--- src/rtl/load_store_unit_pkg.sv ---
// Shared core definitions for the load/store unit: FSM states, funct3 size codes,
// memory-map ranges and the access-legality helper.
package load_store_unit_pkg;

   typedef enum logic [1:0] {
      ST_IDLE = 2'd0,
      ST_RD   = 2'd1,
      ST_WR   = 2'd2,
      ST_RESP = 2'd3
   } lsu_state_e;

   localparam logic [2:0] F3_B  = 3'b000;
   localparam logic [2:0] F3_H  = 3'b001;
   localparam logic [2:0] F3_W  = 3'b010;
   localparam logic [2:0] F3_D  = 3'b011;
   localparam logic [2:0] F3_BU = 3'b100;
   localparam logic [2:0] F3_HU = 3'b101;
   localparam logic [2:0] F3_WU = 3'b110;

   localparam logic [63:0] DATA_BASE  = 64'h0000_0000_0000_0000;
   localparam logic [63:0] DATA_LIMIT = 64'h0000_0000_7FFF_FFFF;
   localparam logic [63:0] IO_BASE    = 64'h0000_0000_8000_0000;
   localparam logic [63:0] IO_LIMIT   = 64'h0000_0000_8FFF_FFFF;
   localparam logic [63:0] CSR_BASE   = 64'h0000_0000_9000_0000;
   localparam logic [63:0] CSR_LIMIT  = 64'h0000_0000_9000_FFFF;

   // An access faults before touching the bus if its size code is illegal for the
   // direction or its offset is not a multiple of the access size.
   function automatic logic access_fault(input logic store, input logic [2:0] funct3,
                                         input logic [2:0] off);
      logic fault;
      fault = (funct3 == 3'b111) || (store && funct3[2]);
      case (funct3[1:0])
         2'd1:    fault = fault || off[0];
         2'd2:    fault = fault || (off[1:0] != 2'b00);
         2'd3:    fault = fault || (off != 3'b000);
         default: ;
      endcase
      return fault;
   endfunction

endpackage

--- src/rtl/lsu_lane_align.sv ---
// Byte-lane alignment for the load/store unit: extracts and extends load data from a
// bus doubleword, and merges store data into a doubleword for read-modify-write.
module lsu_lane_align
   import load_store_unit_pkg::*;
(
   input  logic [63:0] word,
   input  logic [2:0]  off,
   input  logic [2:0]  funct3,
   input  logic [63:0] wdata,
   output logic [63:0] load_data,
   output logic [63:0] merge_data
);

   logic [63:0] shifted;
   logic [7:0]  size_mask;
   logic [7:0]  lane_mask;
   logic [63:0] bit_mask;

   assign shifted = word >> {off, 3'b000};

   // NOTE: every always_comb output gets a default first so no path infers a latch.
   always_comb begin
      load_data = '0;
      case (funct3)
         F3_B:    load_data = {{56{shifted[7]}}, shifted[7:0]};
         F3_H:    load_data = {{48{shifted[15]}}, shifted[15:0]};
         F3_W:    load_data = {{32{shifted[31]}}, shifted[31:0]};
         F3_D:    load_data = shifted;
         F3_BU:   load_data = {56'd0, shifted[7:0]};
         F3_HU:   load_data = {48'd0, shifted[15:0]};
         F3_WU:   load_data = {32'd0, shifted[31:0]};
         default: load_data = '0;
      endcase
   end

   always_comb begin
      size_mask = 8'h01;
      case (funct3[1:0])
         2'd0: size_mask = 8'h01;
         2'd1: size_mask = 8'h03;
         2'd2: size_mask = 8'h0F;
         2'd3: size_mask = 8'hFF;
      endcase
   end

   assign lane_mask = size_mask << off;

   always_comb begin
      bit_mask = '0;
      for (int i = 0; i < 8; i++) begin
         bit_mask[8*i +: 8] = {8{lane_mask[i]}};
      end
   end

   assign merge_data = (word & ~bit_mask) | ((wdata << {off, 3'b000}) & bit_mask);

endmodule

--- src/rtl/load_store_unit.sv ---
// Load/store unit: one memory op at a time over a doubleword bus without byte strobes,
// so sub-doubleword stores are done as read-modify-write.
module load_store_unit
   import load_store_unit_pkg::*;
#(
   parameter int READ_LAT = 1
) (
   input  logic        clk,
   input  logic        rst_n,
   input  logic        req_valid,
   output logic        req_ready,
   input  logic        req_store,
   input  logic [2:0]  req_funct3,
   input  logic [63:0] req_addr,
   input  logic [63:0] req_wdata,
   output logic        resp_valid,
   input  logic        resp_ready,
   output logic [63:0] resp_rdata,
   output logic        resp_err,
   output logic        bus_rw,
   output logic [63:0] bus_addr,
   output logic [63:0] bus_write,
   input  logic [63:0] bus_read,
   input  logic        bus_exception
);

   localparam int CNT_W = (READ_LAT > 1) ? $clog2(READ_LAT) : 1;

   lsu_state_e       state, state_next;
   logic             store_q;
   logic [2:0]       funct3_q;
   logic [2:0]       off_q;
   logic [63:0]      wdata_q;
   logic [63:0]      merge_q;
   logic [CNT_W-1:0] lat_cnt;

   logic             accept;
   logic             req_fault;
   logic             rd_last;
   logic [63:0]      load_data;
   logic [63:0]      merge_data;

   assign accept    = req_valid && req_ready;
   assign req_fault = access_fault(req_store, req_funct3, req_addr[2:0]);
   assign rd_last   = (lat_cnt == CNT_W'(READ_LAT - 1));

   lsu_lane_align u_lane_align (
      .word       (bus_read),
      .off        (off_q),
      .funct3     (funct3_q),
      .wdata      (wdata_q),
      .load_data  (load_data),
      .merge_data (merge_data)
   );

   // NOTE: sequential state uses non-blocking assignments so all flops update together.
   always_ff @(posedge clk or negedge rst_n) begin
      if (!rst_n) state <= ST_IDLE;
      else        state <= state_next;
   end

   always_comb begin
      state_next = state;
      case (state)
         ST_IDLE: if (accept) state_next = req_fault ? ST_RESP : ST_RD;
         ST_RD: begin
            if (rd_last) begin
               if (bus_exception || !store_q) state_next = ST_RESP;
               else                           state_next = ST_WR;
            end
         end
         ST_WR:   state_next = ST_RESP;
         ST_RESP: if (resp_ready) state_next = ST_IDLE;
         default: state_next = ST_IDLE;
      endcase
   end

   // Bus strobes decode straight from state so a reset during WR drops them at once.
   assign req_ready  = (state == ST_IDLE);
   assign resp_valid = (state == ST_RESP);
   assign bus_rw     = (state == ST_WR);
   assign bus_write  = bus_rw ? merge_q : '0;

   always_ff @(posedge clk or negedge rst_n) begin
      if (!rst_n) begin
         store_q    <= 1'b0;
         funct3_q   <= '0;
         off_q      <= '0;
         wdata_q    <= '0;
         merge_q    <= '0;
         lat_cnt    <= '0;
         bus_addr   <= '0;
         resp_rdata <= '0;
         resp_err   <= 1'b0;
      end else begin
         case (state)
            ST_IDLE: begin
               if (accept) begin
                  store_q    <= req_store;
                  funct3_q   <= req_funct3;
                  off_q      <= req_addr[2:0];
                  wdata_q    <= req_wdata;
                  lat_cnt    <= '0;
                  resp_rdata <= '0;
                  resp_err   <= req_fault;
                  if (!req_fault) bus_addr <= {req_addr[63:3], 3'b000};
               end
            end
            ST_RD: begin
               if (rd_last) begin
                  if (bus_exception) resp_err <= 1'b1;
                  else if (store_q)  merge_q <= merge_data;
                  else               resp_rdata <= load_data;
               end else begin
                  lat_cnt <= lat_cnt + CNT_W'(1);
               end
            end
            default: ;
         endcase
      end
   end

endmodule

--- config.mk ---
export PLATFORM = sky130hd
export DESIGN_NAME = load_store_unit
export DESIGN_NICKNAME = d
export VERILOG_FILES = /design/src/rtl/load_store_unit_pkg.sv /design/src/rtl/lsu_lane_align.sv /design/src/rtl/load_store_unit.sv
export SDC_FILE = /design/constraint.sdc
export NUM_CORES = 1
export LEC_CHECK = 0
export CAP_MARGIN = 40
export CORE_ASPECT_RATIO = 0.8
export CORE_MARGIN = 8
export CORE_UTILIZATION = 25
export DETAILED_ROUTE_END_ITERATION = 10
export MAX_ROUTING_LAYER = met4
export PLACE_DENSITY = 0.5
export SYNTH_ARGS = -nofsm -noshare
export SYNTH_HDL_FRONTEND = slang
export SYNTH_HIERARCHICAL = 1
export SYNTH_SLANG_ARGS = --single-unit
--- constraint.sdc ---
create_clock -name clk -period 2.9 [get_ports clk]
set_input_delay 0.29 -clock clk [delete_from_list [all_inputs] [get_ports clk]]
set_output_delay 0.29 -clock clk [all_outputs]
set_load 0.05 [all_outputs]
==> reports/results.txt <==
Clock sinks = 263
Crit Path Class = register to register
Async S/R FF share, synth = 100.0%
Worst EP arrival = 3.19 ns
Met1 GRT Util = 25.95%
Post-CTS setup buffer count = 0
Synth cell types = 52
Antenna violations before repair = 21
Worst setup path endpoint = merge_q[36]
Cell taking the most area after synthesis = dfrtp_1
CP max FO = 65
CTS buffer count = 34
Number of synthesized flops with an enable pin = 0
Post-CTS resize count = 0
PwrDens = 1345 mW/mm2
Peak supply drop = 0.6902 mV
Hold buffers post-CTS = 1
Setup TNS = 0 ns
Layout cells sized above 1 = 26.29%
Die width = 291.6 um
Largest net degree at the start of global routing = 129
Worst slew pin tran = 0.9239 ns
Via density = 4.901
Count leader, synth = dfrtp_1
Die Ht = 236.5 um
Met2 GRT Util = 27.27%
Worst slack, placed = 0.1392 ns
Cell breakdown of the critical path = buf_12, mux2_2, nor2_1, a2111oi_0, buf_4, a221o_1, mux2_2
Final Wtd Congestion = 0.8906
GRT Total Usage = 19.10%
First-pass DRT Iterations = 5
Synth top area share = 43.32%
Crit-path slowest cell = a2111oi_0
Hpwl dp = 51.95 mm
Grt peak-use layer = met2
FF-to-FF setup slack = 0.19 ns
Final Max Tran Viols = 0
Routing usage on met3 = 6.533%
Critical Path End Type = register
First-pass GRT wire length = 95.49 mm
Vias = 12.83k
Worst clock skew = 0.02674 ns
Crit path time final = 2.712 ns
Non-filler cells in the finished layout = 2617
Relative slew slack = 36.81%
Critical register-to-register path startpoint = off_q[1]
Syn Inst Count = 1416
Core ar. = 0.06061 mm2
Crit-path max cell delay = 0.82 ns
I/O Buffers = 393
Initial Util = 25.07%
Max Fclk = 368.7 MHz
Final layout net count = 1989
Final hold vios = 0
Yosys Warn Count = 6
CP startpoint kind = register
Final setup margin = 0.1876 ns
DRC viols = 0
Max-Cap Viols = 0
Placed cells = 2535
Leakage = 8.934 nW
Htree depth = 2
Synth Cell Area = 0.01519 mm2
Hold crit path type = primary input to asynchronous set/reset pin
Wire length per cell = 25.27 um
Top cells by area, synth = dfrtp_1 (43%), mux2_2 (17%), mux2i_1 (6.5%)
Grt ovf = 0
Layout area overhead = 39.61%
Crit path required time = 3.37 ns
Final setup viols = 0
Synth Register Bits = 263
RR Endpoint = merge_q[36]
Die footprint = 0.06896 mm2
R2R depth = 7
Outcome = finished, final reports clean
RSZ-0062 raised after global routing = false
Crit share post-route = 93.53%
Site Rows = 81
Ys flop type = dfrtp_1
Clock Tree Buf Depth = 3
Worst setup path start = off_q[1]
CTS clock-pin slew for the worst setup and hold paths = 0.06 ns
DRT antenna net count = 0
Most used cell, CP = mux2_2
Top Ports = 397
Final wirelength = 66.13 mm
Initial DRC Count = 1101
Root buf cell = clkbuf_16
Vias in the first global route = 13.42k
Worst-skew pair later-pin latency = 0.54 ns
CTS tree = done
Mapped Avg Cell Area = 10.73 um2
Seq/Total Area, Yosys = 43.32%
Post-synth top cells = dfrtp_1 (263), nand2_1 (237), mux2_2 (236)
==> cells by family (layout without fill, tap and decap cells) <==
| kind of cell | Yosys count | in the layout | share of synthesized area [%] |
|---|---|---|---|
| simple gates | 415 | 415 | 12.68 |
| buf+inv | 130 | 519 | 4.530 |
| compound gates | 226 | 226 | 9.810 |
| other cells | 1 | 25 | 0.02469 |
| fa+ha+maj | 4 | 4 | 0.3295 |
| flops | 263 | 263 | 43.32 |
| mux | 377 | 377 | 29.31 |
==> layout by cell type, fill, tap and decap left out, drive strengths merged, types with 2 or more instances in the layout <==
cell and instances:
a2111oi 7, a211oi 7, a21oi 27, a221o 8, a22oi 12, a31oi 15
a32oi 12, and2 64, and3 2, buf 124, bufinv 5, clkbuf 46
clkdlybuf4s50 327, clkinv 6, conb 3, dfrtp 263, diode 22, ha 4
inv 10, mux2 252, mux2i 99, mux4 26, nand2 239, nand2b 6
nand3 13, nand4 33, nor2 37, nor2b 11, nor3 5, o211ai 18
o21a 2, o21ai 96, o2bb2ai 9, o32ai 8, or3 2
==> critical path, delay by kind of cell, from the launching register on <==
family / cells / cell delay (ns)
flops: 1 / 0.59
compound gates: 2 / 0.95
mux: 2 / 0.40
buf+inv: 2 / 0.56
simple gates: 1 / 0.05
==> layout make-up <==
cell class                      count  area [um2]
Clock buffer                       46       977.2
Inverter                            8       30.03
Fill cell                        6037       39400
Timing Repair Buffer              452        4425
Antenna cell                       22       55.05
Clock inverter                     13       201.4
Sequential cell                   263        6590
Multi-Input combinational cell   1025        7943
Tap cell                          788       985.9
==> worst min path at each step <==
stage | cells after the start | to | start | slack [ns]
after global routing | 2 | bus_addr[56] | req_addr[56] | 0.34
after floorplan | 0 | bus_addr[10] | rst_n | -0.006
after detailed placement | 1 | merge_q[8] | rst_n | 0.28
final | 2 | merge_q[20] | rst_n | 0.32
after global placement | 1 | merge_q[20] | rst_n | 0.28
after CTS | 2 | bus_addr[14] | req_addr[14] | 0.32
==> sequential cells by signal, indices dropped and copies added (netlist names) <==
signal      count
wdata_q        64
funct3_q        3
store_q         1
resp_rdata     64
bus_addr       61
resp_err        1
off_q           3
merge_q        64
state           2
==> power by group <==
part / switching [W] / internal [W]
registers: 0.00152 / 0.00538
clock network: 0.00169 / 0.00281
logic: 0.0104 / 0.00669
==> per-layer routing <==
layer,up-vias,part of all wire (%)
met3,72,8.9
met1,6419,46
met2,478,43
met4,0,2.0
li1,5857,-
met5,-,0
==> metrics by stage <==
stage	power (W)	util (%)	area, um2	hold WS [ns]
2_1_floorplan	0.01792	-	15200	-0.005591
3_3_place_gp	0.02388	32.89	19930	0.2794
3_5_place_dp	0.02404	32.94	19960	0.2750
4_1_cts	0.02870	34.90	21150	0.3241
5_1_grt	0.03009	34.99	21210	0.3446
6_report	0.02853	34.99	21210	0.3194
Note: power is estimated with default switching activity, not from simulation.
